### src/rtl/svc_soc_io_init.sv
// MMIO initiator: turns a valid/ready command stream into single-beat I/O register
// bus reads/writes and returns one response per command, with configurable read latency.
module svc_soc_io_init #(
  parameter int RD_LATENCY = 0
) (
  input  logic        clk,
  input  logic        rst,
  input  logic        cmd_valid,
  output logic        cmd_ready,
  input  logic        cmd_write,
  input  logic [31:0] cmd_addr,
  input  logic [31:0] cmd_data,
  input  logic [3:0]  cmd_strb,
  output logic        rsp_valid,
  input  logic        rsp_ready,
  output logic        rsp_write,
  output logic        rsp_err,
  output logic [31:0] rsp_data,
  output logic        io_wen,
  output logic [31:0] io_waddr,
  output logic [31:0] io_wdata,
  output logic [3:0]  io_wstrb,
  output logic        io_ren,
  output logic [31:0] io_raddr,
  input  logic [31:0] io_rdata
);

  typedef enum logic [1:0] {S_IDLE, S_WR, S_RD, S_RESP} state_t;

  state_t      state_q, state_d;
  logic [1:0]  cnt_q, cnt_d;
  logic        io_wen_q, io_wen_d;
  logic        io_ren_q, io_ren_d;
  logic [31:0] io_waddr_q, io_waddr_d;
  logic [31:0] io_wdata_q, io_wdata_d;
  logic [3:0]  io_wstrb_q, io_wstrb_d;
  logic [31:0] io_raddr_q, io_raddr_d;
  logic        rsp_write_q, rsp_write_d;
  logic        rsp_err_q, rsp_err_d;
  logic [31:0] rsp_data_q, rsp_data_d;

  always_comb begin
    // NOTE: every next-state variable gets a default first, so no path leaves one unassigned and infers a latch.
    state_d     = state_q;
    cnt_d       = cnt_q;
    io_wen_d    = 1'b0;
    io_ren_d    = 1'b0;
    io_waddr_d  = io_waddr_q;
    io_wdata_d  = io_wdata_q;
    io_wstrb_d  = io_wstrb_q;
    io_raddr_d  = io_raddr_q;
    rsp_write_d = rsp_write_q;
    rsp_err_d   = rsp_err_q;
    rsp_data_d  = rsp_data_q;

    unique case (state_q)
      S_IDLE: begin
        if (cmd_valid) begin
          if (cmd_addr[1:0] != 2'b00) begin
            // Misaligned: answer directly without touching the bus.
            rsp_err_d   = 1'b1;
            rsp_data_d  = '0;
            rsp_write_d = cmd_write;
            state_d     = S_RESP;
          end else if (cmd_write) begin
            io_waddr_d = cmd_addr;
            io_wdata_d = cmd_data;
            io_wstrb_d = cmd_strb;
            io_wen_d   = 1'b1;
            state_d    = S_WR;
          end else begin
            io_raddr_d = cmd_addr;
            io_ren_d   = 1'b1;
            cnt_d      = 2'(RD_LATENCY);
            state_d    = S_RD;
          end
        end
      end
      S_WR: begin
        rsp_write_d = 1'b1;
        rsp_err_d   = 1'b0;
        rsp_data_d  = '0;
        state_d     = S_RESP;
      end
      S_RD: begin
        if (cnt_q == 2'd0) begin
          rsp_data_d  = io_rdata;
          rsp_write_d = 1'b0;
          rsp_err_d   = 1'b0;
          state_d     = S_RESP;
        end else begin
          cnt_d = cnt_q - 2'd1;
        end
      end
      S_RESP: begin
        if (rsp_ready) state_d = S_IDLE;
      end
      default: state_d = S_IDLE;
    endcase
  end

  always_ff @(posedge clk) begin
    // NOTE: state updates use non-blocking assignments so every register samples pre-edge values.
    if (rst) begin
      state_q     <= S_IDLE;
      cnt_q       <= '0;
      io_wen_q    <= 1'b0;
      io_ren_q    <= 1'b0;
      io_waddr_q  <= '0;
      io_wdata_q  <= '0;
      io_wstrb_q  <= '0;
      io_raddr_q  <= '0;
      rsp_write_q <= 1'b0;
      rsp_err_q   <= 1'b0;
      rsp_data_q  <= '0;
    end else begin
      state_q     <= state_d;
      cnt_q       <= cnt_d;
      io_wen_q    <= io_wen_d;
      io_ren_q    <= io_ren_d;
      io_waddr_q  <= io_waddr_d;
      io_wdata_q  <= io_wdata_d;
      io_wstrb_q  <= io_wstrb_d;
      io_raddr_q  <= io_raddr_d;
      rsp_write_q <= rsp_write_d;
      rsp_err_q   <= rsp_err_d;
      rsp_data_q  <= rsp_data_d;
    end
  end

  // Ready is masked by rst so no command can be taken while reset is held.
  assign cmd_ready = (state_q == S_IDLE) && !rst;
  assign rsp_valid = (state_q == S_RESP);
  assign rsp_write = rsp_write_q;
  assign rsp_err   = rsp_err_q;
  assign rsp_data  = rsp_data_q;
  assign io_wen    = io_wen_q;
  assign io_waddr  = io_waddr_q;
  assign io_wdata  = io_wdata_q;
  assign io_wstrb  = io_wstrb_q;
  assign io_ren    = io_ren_q;
  assign io_raddr  = io_raddr_q;

endmodule

### config.mk
export PLATFORM = sky130hd
export DESIGN_NAME = svc_soc_io_init
export DESIGN_NICKNAME = d
export VERILOG_FILES = /design/src/rtl/svc_soc_io_init.sv
export SDC_FILE = /design/constraint.sdc
export NUM_CORES = 1
export LEC_CHECK = 0
export ABC_AREA = 1
export CORE_AREA = 3 3 132 121
export CTS_CLUSTER_SIZE = 20
export DETAILED_ROUTE_END_ITERATION = 6
export DIE_AREA = 0 0 135 124
export GPL_TIMING_DRIVEN = 0
export PLACE_DENSITY_LB_ADDON = 0.2
export SYNTH_ARGS = -nofsm -noshare
export SYNTH_HDL_FRONTEND = slang
export SYNTH_SLANG_ARGS = --single-unit
### constraint.sdc
create_clock -name clk -period 1.55 [get_ports clk]
set_input_delay 0.31 -clock clk [delete_from_list [all_inputs] [get_ports clk]]
set_output_delay 0.31 -clock clk [all_outputs]
set_load 0.01 [all_outputs]
-- Yosys cells after proc, flatten, opt, wreduce, memory -nomap -nowiden
Cells that the tools add are included.
- $add $sub $neg: 1
- equal/unequal tests: 10
- multiplexer cells: 24
- bitwise operators: 4
- reduce and logical (&&, ||, !) cells: 13
- operators with widths (cell ; number):
    32-bit 2-to-1 mux ; 3
    32-bit one-hot mux with 3 select lines ; 1
    2-bit 2-to-1 mux ; 9
    2-bit inequality test (second input constant) ; 6
    4-bit AND reduction ; 3
    2-bit one-hot mux with 4 select lines ; 1
    1-bit 2-to-1 mux ; 7
    1-bit one-hot mux with 3 select lines ; 2
    5-bit AND reduction ; 1
    2-bit == test (second input constant) ; 2
    2-bit logical NOT ; 2
    1-bit NOT ; 4
    2-bit one-hot mux with 2 select lines ; 1
    2-bit nonzero test ; 2
    4-bit OR reduction ; 1
    3-bit AND reduction ; 1
    3-bit nonzero test ; 1
    2-bit by 1-bit == test with 1-bit output (second input constant) ; 1
    2-bit by 1-bit inequality test with 1-bit output (second input constant) ; 1
    2-bit by 1-bit subtractor with 2-bit output (second input constant) ; 1
    1-bit logical AND ; 1
    1-bit logical NOT ; 1
- bits in registers: 140
- input bits: 105
- output and inout port bits: 138
- logic and storage cells: 63

-- Logic depth before layout (Yosys ltp)
Gate-level depths: netlist of run 1.
- depth after elaboration: 4
- mapped depth: 10
- mapped depth without buffers: 9

-- Worst setup path before layout of run 1
OpenSTA, ideal clock, no wires.
- path kind: reg-to-reg
- start point: reg state_q[0]
- end point: reg rsp_data_q[30], in the netlist rsp_data[30]
- library setup time: 113 ps
- arrival time: 1416 ps
- data required time: 1437 ps
- setup slack: 22 ps
- stages on the path, launching flop included: 11
- buffers on the path: 2
- period minus slack after synthesis: 1528 ps
- cell sequence: dfxtp_1 -> inv_1 -> ha_1 -> buf_4 -> nand2_2 -> nand2_1 -> nor2_4 -> buf_6 -> nand2_1 -> nand2_1 -> nor2_1
- cells in the longest elaborated chain, start to end: 3
- elaborated cells on any way between the ends: 9
- classes of those cells: eq/ne (5); mux (1); reduce/logical (3)
- RTL lines (item ; RTL line ; source):
    start: declaration ; 30 ; state_t state_q, state_d;
    start signal: assignment ; 117 ; state_q <= state_d;
    2-bit == test, or another cell as far along ; 56 ; unique case (state_q)
    2-bit inequality test (no line) or 3-bit nonzero test (tied branches) ; -- ;
    4-bit AND reduction (no line) ; -- ;
    end signal: assignment ; 127 ; rsp_data_q <= rsp_data_d;
    end: declaration ; 40 ; logic [31:0] rsp_data_q, rsp_data_d;
Several ways; a longest one is shown, not always the timed one.
A chain may end at the register's enable or synchronous reset.

-- Worst setup path in the final report of run 1
- start point: reg state_q[1]
- end point: out cmd_ready
- cells in the longest elaborated chain, start to end: 2
- RTL lines (item ; RTL line ; source):
    2-bit logical NOT ; 132 ; assign cmd_ready = (state_q == S_IDLE) && !rst;
    1-bit logical AND ; 132 ;
    end: declaration ; 9 ; output logic cmd_ready,
Every way passes these cells.

==> results.md, run 1 <==
- Vias/cell: 4.49
- Routed via count: 5668
- # DRC: 0
- Initial DRC Count: 177
- Clk buf depth: 2
- Net Sw Frac: 34.1%
- Most frequent cells after synthesis: 150 x inv_1, 140 x dfxtp_1, 117 x nand2_1
- H-Tree Depth: 4
- Synth-to-layout area growth: 72.4%
- Post-synth EDFFs: 0
- CP Data Arrival Time: 1.27 ns
- Simple-Gate Fraction of Synth Area: 15.5%
- Number of global-route vias before repair: 5345
- Mapped Nets: 864
- Fin area: 9590 um2
- Hold Path Cell Cnt: 2
- Synth Area in Compound Gates: 17.7%
- Routed WL: 18700 um
- Final setup TNS: -0.205 ns
- Flop pwr share: 34.7%
- Largest area contributor in the netlist: dfxtp_1
- Required time worst endpoint: 1.24 ns
- Final core occ: 65.4%
- Core Box Area: 14700 um2
- CTS root buf: clkbuf_16
- Dpl hpwl: 12600 um
- Final Hold Fails: 0
- Failing checks: setup timing
- RSZ-0062 raised after global routing: true
- Synth Area in Adders: 1.57%
- YS warnings: 0
- Post-Syn Instances: 752
- Most common cell in the synthesized netlist: inv_1
- Initial Util: 37.9%
- Run status: complete, but fails checks
- Top Usage Layer GRT: met2
- Clk_lat worst skew: 0.42 ns
- Post-DRT Antenna Nets: 0
- Setup CP Type: flip-flop to output pin
- Die X: 135 um
- I/O Buffers: 242
- Least-Margin Pin Slew: 0.450 ns
- DP Area: 8230 um2
- Top cells by area, synth: dfxtp_1 50%, inv_1 10%, a21oi_1 9.0%, nand2_1 7.9%, o21ai_0 7.7%
- Mean Syn Cell Area: 7.40 um2
- GRT met1 Usage: 25.3%
- Net Switching: 4.44 mW
- Row count: 42
- Synth Cell Area: 5560 um2
- Place WS: -0.435 ns
- PwrDens: 1360 nW/um2
- Register area share after synthesis: 50.4%
- Routed len/inst: 14.8 um
- Die Ht: 124 um
- FF-to-FF path depth: 10
- Synth Register Bits: 140
- Leak: 4.64 nW
- Num Clock Sinks: 140
- Crit. End Element: output pin
- Post-Synth XOR/XNOR Area: 0%
- CP startpoint kind: flip-flop
- GRT Util Overall: 21.0%
- Largest net degree at the start of global routing: 17
- Share of cells above drive strength 1: 18.0%
- Die Area: 16700 um2
- Logic pwr share: 37.3%
- Clock power share: 28.0%
- VDD IR max: 0.000760 V
- Worst-path clk slew: 0.06 ns
- Max_cap viols: 0
- HP Class: flip-flop to flip-flop
- CP max FO: 5
- Max-slew headroom: 70.0%
- Cell Int Power: 8.56 mW
- Diode count: 0
- Nets: 1163
- Total power: 13.0 mW
- Post-synth cell types: 22
- Final Wtd Congestion: 0.768
- CTS tree: done
- Final WS setup: -0.0317 ns
- # fillers: 1276
- Met2 Use GR: 34.0%
- Gr ovfl total: 0
- Final Max Tran Viols: 0
- Top cell type's share of synthesized area: 50.4%
- I/O Pins: 243
- Final period util: 102%
- 1st-pass router iterations: 4
- Clk_skew: 0.00888 ns
- Mux cell area share after synthesis: 0%
- Clock buffer count from CTS: 17
- Final setup viols: 15
- Dominant combinational cell family by area after synthesis: compound AO/OA/AOI/OAI gates
- Met3 usage: 9.13%
- Synth async-reset ratio: 0%
- Global-route wire length before repair: 27500 um
- Max Freq: 632 MHz
- Prevailing post-synth register cell: dfxtp_1
- Initial antenna violation count: 0
- Hold_buf cts: 0
- Min Tclk post-route: 1.58 ns
layer usage:
layer,up-vias,part of all wire [%]
li1,2925,-
met1,2539,43
met2,182,47
met3,22,9.4
met4,0,1.5
met5,-,0
layout by cell type, fill, tap and decap left out, types with 4 or more instances in the layout:
cell and n:
clkinv_2 7, clkdlybuf4s50_1 104, nand3_4 4, buf_4 19, ha_1 4, a21oi_2 20, nand2_1 114, clkbuf_8 4
o21ai_0 29, clkbuf_16 25, buf_8 8, buf_12 5, a21oi_1 80, clkbuf_2 12, inv_1 145, buf_2 6
o21ai_2 28, buf_6 18, o21ai_1 37, nand2_4 4, dlygate4sd2_1 136, dfxtp_1 138, nand3_1 6, nor2_1 79
area by class of cell:
type	count	area, um2	area share (%)
Clock inverter	15	101	1.06
Sequential cell	140	2810	29.3
Tap cell	198	248	2.58
Timing Repair Buffer	278	2730	28.4
Buffer	44	429	4.48
Clock buffer	17	425	4.44
Multi-Input combinational cell	419	2270	23.7
Inverter	151	579	6.04
final timing paths:
kind,startpoint,endpoint,slack (ns)
max,state_q[1]$_SDFFE_PP0P_,cmd_ready,-0.03
min,io_raddr[29]$_SDFFE_PP0P_,io_raddr[29]$_SDFFE_PP0P_,0.44
max reg2reg,state_q[0]$_SDFFE_PP0P_,rsp_data[2]$_SDFFE_PP0P_,-0.03
min reg2reg,io_raddr[29]$_SDFFE_PP0P_,io_raddr[29]$_SDFFE_PP0P_,0.44
power by group through the flow:
stage / Sequential, mW / Combinational [mW] / Clock [mW]
CTS: 4.51 / 4.35 / 3.70
detailed placement: 4.60 / 4.25 / 0
global placement: 4.58 / 4.23 / 0
global route: 4.59 / 5.41 / 3.86
finish: 4.51 / 4.85 / 3.64
floorplan: 4.86 / 2.04 / 0
logic make-up (layout without fill, tap and decap cells):
logic type	after synthesis	count (layout)
buffers and inverters	197	505
AOI/OAI and AO/OA	197	197
and+or+nand+nor	211	215
adders and majority gates	7	7
DFF	140	140
flip-flops by register name, summed over array words and instances, names as in the netlist:
signal,cells
io_wdata,32
cnt_q,2
state_q,2
io_waddr,32
rsp_write,1
io_wen,1
io_raddr,32
io_ren,1
rsp_data,32
io_wstrb,4
rsp_err,1
critical path, cell delays in order, from the launching register on:
cell	delay (ns)
dfxtp_4	0.36
inv_4	0.06
ha_4	0.17
inv_2	0.03
nor2_1	0.09
buf_2	0.14
through the flow:
stage	std cells	hold slack (ns)
finish	1262	0.439
global placement	1192	0.429
detailed placement	1192	0.435
global route	1262	0.453
floorplan	752	0.382
CTS	1244	0.441
what timing repair did:
item	4_1_cts	5_1_grt
cloned	8	9
hold endpoints to repair	0	0
buffers inserted	12	12
pin swaps	10	15
endpoints found under the setup margin	275	140
resized for setup	237	158
Note: power is estimated with default switching activity, not from simulation.
==> inputs of run 2 (changes only) <==
CORE_AREA = 3 3 111 102   (was 3 3 132 121)
DIE_AREA = 0 0 114 105   (was 0 0 135 124)
DONT_BUFFER_PORTS = 1   (was not set)
==> results.md, run 2 (synthesis results as in run 1) <==
- Run status: finished clean
- Die Ht: 105 um (-15%)
- Final setup TNS: 0 ns (+0.205 ns)
- Diode count: 0 (unchanged)
- RSZ-0062 raised after global routing: true
- Net Sw Frac: 32.7% (-1.5 points)
- HP Class: input pin to flip-flop
- Number of global-route vias before repair: 4665 (-13%)
- Reg-to-reg endpoint: io_waddr[3]$_SDFFE_PP0P_
- FF-to-FF path depth: 8 (-2)
- I/O Pins: 243 (unchanged)
- Final core occ: 66.4% (+0.97 points)
- Die Area: 12000 um2 (-28%)
- Share of cells above drive strength 1: 16.8% (-1.2 points)
- Routed WL: 15300 um (-18%)
- # DRC: 0 (unchanged)
- End of the worst hold path: io_wdata[16]$_SDFFE_PP0P_
- Cell Int Power: 8.39 mW (-1.9%)
- Vias/cell: 5.07 (+13%)
- Least-Margin Pin Slew: 0.545 ns (+0.0945 ns)
- Synth-to-layout area growth: 22.3%
- H-Tree Depth: 4 (unchanged)
- Min Tclk post-route: 1.52 ns (-0.0577 ns)
- Final setup viols: 0 (-15)
- CP startpoint kind: flip-flop
- 1st-pass router iterations: 4 (unchanged)
- Hold Path Cell Cnt: 2 (unchanged)
- Final Wtd Congestion: 0.809 (+5.3%)
- Placed insts: 881 (-26%)
- Leak: 2.89 nW (-38%)
- Num Clock Sinks: 140 (unchanged)
- Logic pwr share: 24.0% (-13 points)
- CTS tree: done
- Max_cap viols: 0 (unchanged)
- Routed via count: 4701 (-17%)
- Initial antenna violation count: 0 (unchanged)
- Routed len/inst: 16.5 um (+11%)
- CP max stage delay: 0.36 ns (about the same)
- # fillers: 833 (-35%)
- Flop pwr share: 39.6% (+4.9 points)
- Max-slew headroom: 63.7% (-6.3 points)
- Setup CP Type: flip-flop to flip-flop
- I/O Buffers: 0 (-100%)
- CP max-delay cell: dfxtp_4
- Die X: 114 um (-16%)
- PwrDens: 1830 nW/um2 (+35%)
- CP Data Arrival Time: 1.82 ns (+0.55 ns)
- VDD IR max: 0.00143 V (+88%)
- Max Freq: 656 MHz (+3.8%)
- Reg-to-reg slack, setup: 0.03 ns (+0.06 ns)
- Gr ovfl total: 0 (unchanged)
- Worst-path clk slew: 0.06 ns (about the same)
- Worst r2r src: state_q[1]$_SDFFE_PP0P_
- Global-route wire length before repair: 23100 um (-16%)
- Required time worst endpoint: 1.85 ns (+0.61 ns)
- Row count: 35 (-17%)
- Commonest non-fill, non-tap cell in the layout: inv_1
- Initial DRC Count: 231 (+31%)
- Most frequent cells in the layout: 146 x inv_1, 138 x dfxtp_1, 114 x nand2_1
- Initial Util: 54.3% (+16 points)
- Dpl hpwl: 10800 um (-14%)
- Worst-path cell chain: inv_4 > ha_4 > nand2_4 > inv_6 > nand3_4 > buf_6 > o21ai_0 > a21oi_2
- Clk buf depth: 2 (unchanged)
- Post-DRT Antenna Nets: 0 (unchanged)
- Clk_skew: 0.00873 ns (-0.000155 ns)
- Critical Path Source: state_q[1]$_SDFFE_PP0P_
- Nets: 898 (-23%)
- Clk_lat worst skew: 0.41 ns (about the same)
- Core Box Area: 10200 um2 (-30%)
- CTS root buf: clkbuf_16
- GRT Util Overall: 24.3% (+3.3 points)
- Non-filler cells, final: 928 (-26%)
- Final period util: 98.3% (-3.7 points)
- Crit. End Element: flip-flop
- Clock buffer count from CTS: 17 (unchanged)
- Final Hold Fails: 0 (unchanged)
- CP max FO: 10 (+5)
- Net Switching: 4.08 mW (-8.2%)
- Largest net degree at the start of global routing: 17 (unchanged)
- Clock power share: 36.4% (+8.4 points)
- Final Max Tran Viols: 0 (unchanged)
- Hold_sp: cmd_data[16]
-- run 2: how the worst max path moves through the flow --
stage	slack [ns]	depth (start not counted)	end
2_1_floorplan	0.02	10	rsp_data[30]$_SDFFE_PP0P_
6_report	0.03	8	io_waddr[3]$_SDFFE_PP0P_
4_1_cts	0.008	5	cmd_ready
5_1_grt	-0.06	8	io_waddr[22]$_SDFFE_PP0P_
3_5_place_dp	-0.28	9	io_wstrb[0]$_SDFFE_PP0P_
3_3_place_gp	-0.23	9	io_raddr[30]$_SDFFE_PP0P_
-- run 2: repair_timing --
item	4_1_cts	5_1_grt
pin swaps	1	5
gates cloned	0	5
setup endpoints to repair	138	130
resized for setup	25	121
hold buffers	1	0
setup buffers	6	4
endpoints found under the hold margin	2	0
-- run 2: routing by layer --
metal / GRT usage [%] / wire length, um / part of all wire (%) / vias to the layer above
met5: 0 / 0 / 0 / -
met4: 10.2 / 350 / 2.3 / 0
met3: 10.1 / 1660 / 11 / 26
met2: 40.6 / 7460 / 49 / 193
met1: 27.0 / 5800 / 38 / 2108
li1: - / - / - / 2374
-- run 2: worst max-delay path: cells and delay by family (launching register included) --
family | cells | cell delay, ns
compound gates | 2 | 0.26
flops | 1 | 0.36
simple gates | 2 | 0.26
fa+ha+maj | 1 | 0.17
buf+inv | 3 | 0.36
-- run 2: final cells by class --
| class | instances | area [um2] | share of cell area (%) |
|---|---|---|---|
| buffer | 45 | 338 | 4.97 |
| clock buffer | 20 | 457 | 6.71 |
| clock inverter | 12 | 206 | 3.04 |
| inverter | 151 | 577 | 8.48 |
| multi-input combinational | 416 | 2120 | 31.2 |
| sequential | 140 | 2810 | 41.3 |
| tap | 129 | 161 | 2.37 |
| timing repair buffer | 15 | 131 | 1.93 |
-- run 2: through the flow --
stage	cell area, um2	setup WS (ns)	total power [mW]	hold WS [ns]
global route	6800	-0.0558	13.2	0.0775
finish	6800	0.0260	12.5	0.0682
detailed placement	5720	-0.282	7.50	0.387
CTS	6500	0.00834	12.2	0.0629
global placement	5720	-0.234	7.37	0.388
floorplan	5560	0.0216	6.90	0.382
-- run 2: power by group through the flow --
| stage | Clock (mW) | Combinational [mW] | Sequential (mW) |
|---|---|---|---|
| after floorplan | 0 | 2.04 | 4.86 |
| after global placement | 0 | 2.37 | 5.00 |
| after detailed placement | 0 | 2.48 | 5.02 |
| after CTS | 4.59 | 2.71 | 4.95 |
| after global routing | 4.76 | 3.41 | 5.01 |
| final | 4.54 | 2.99 | 4.94 |
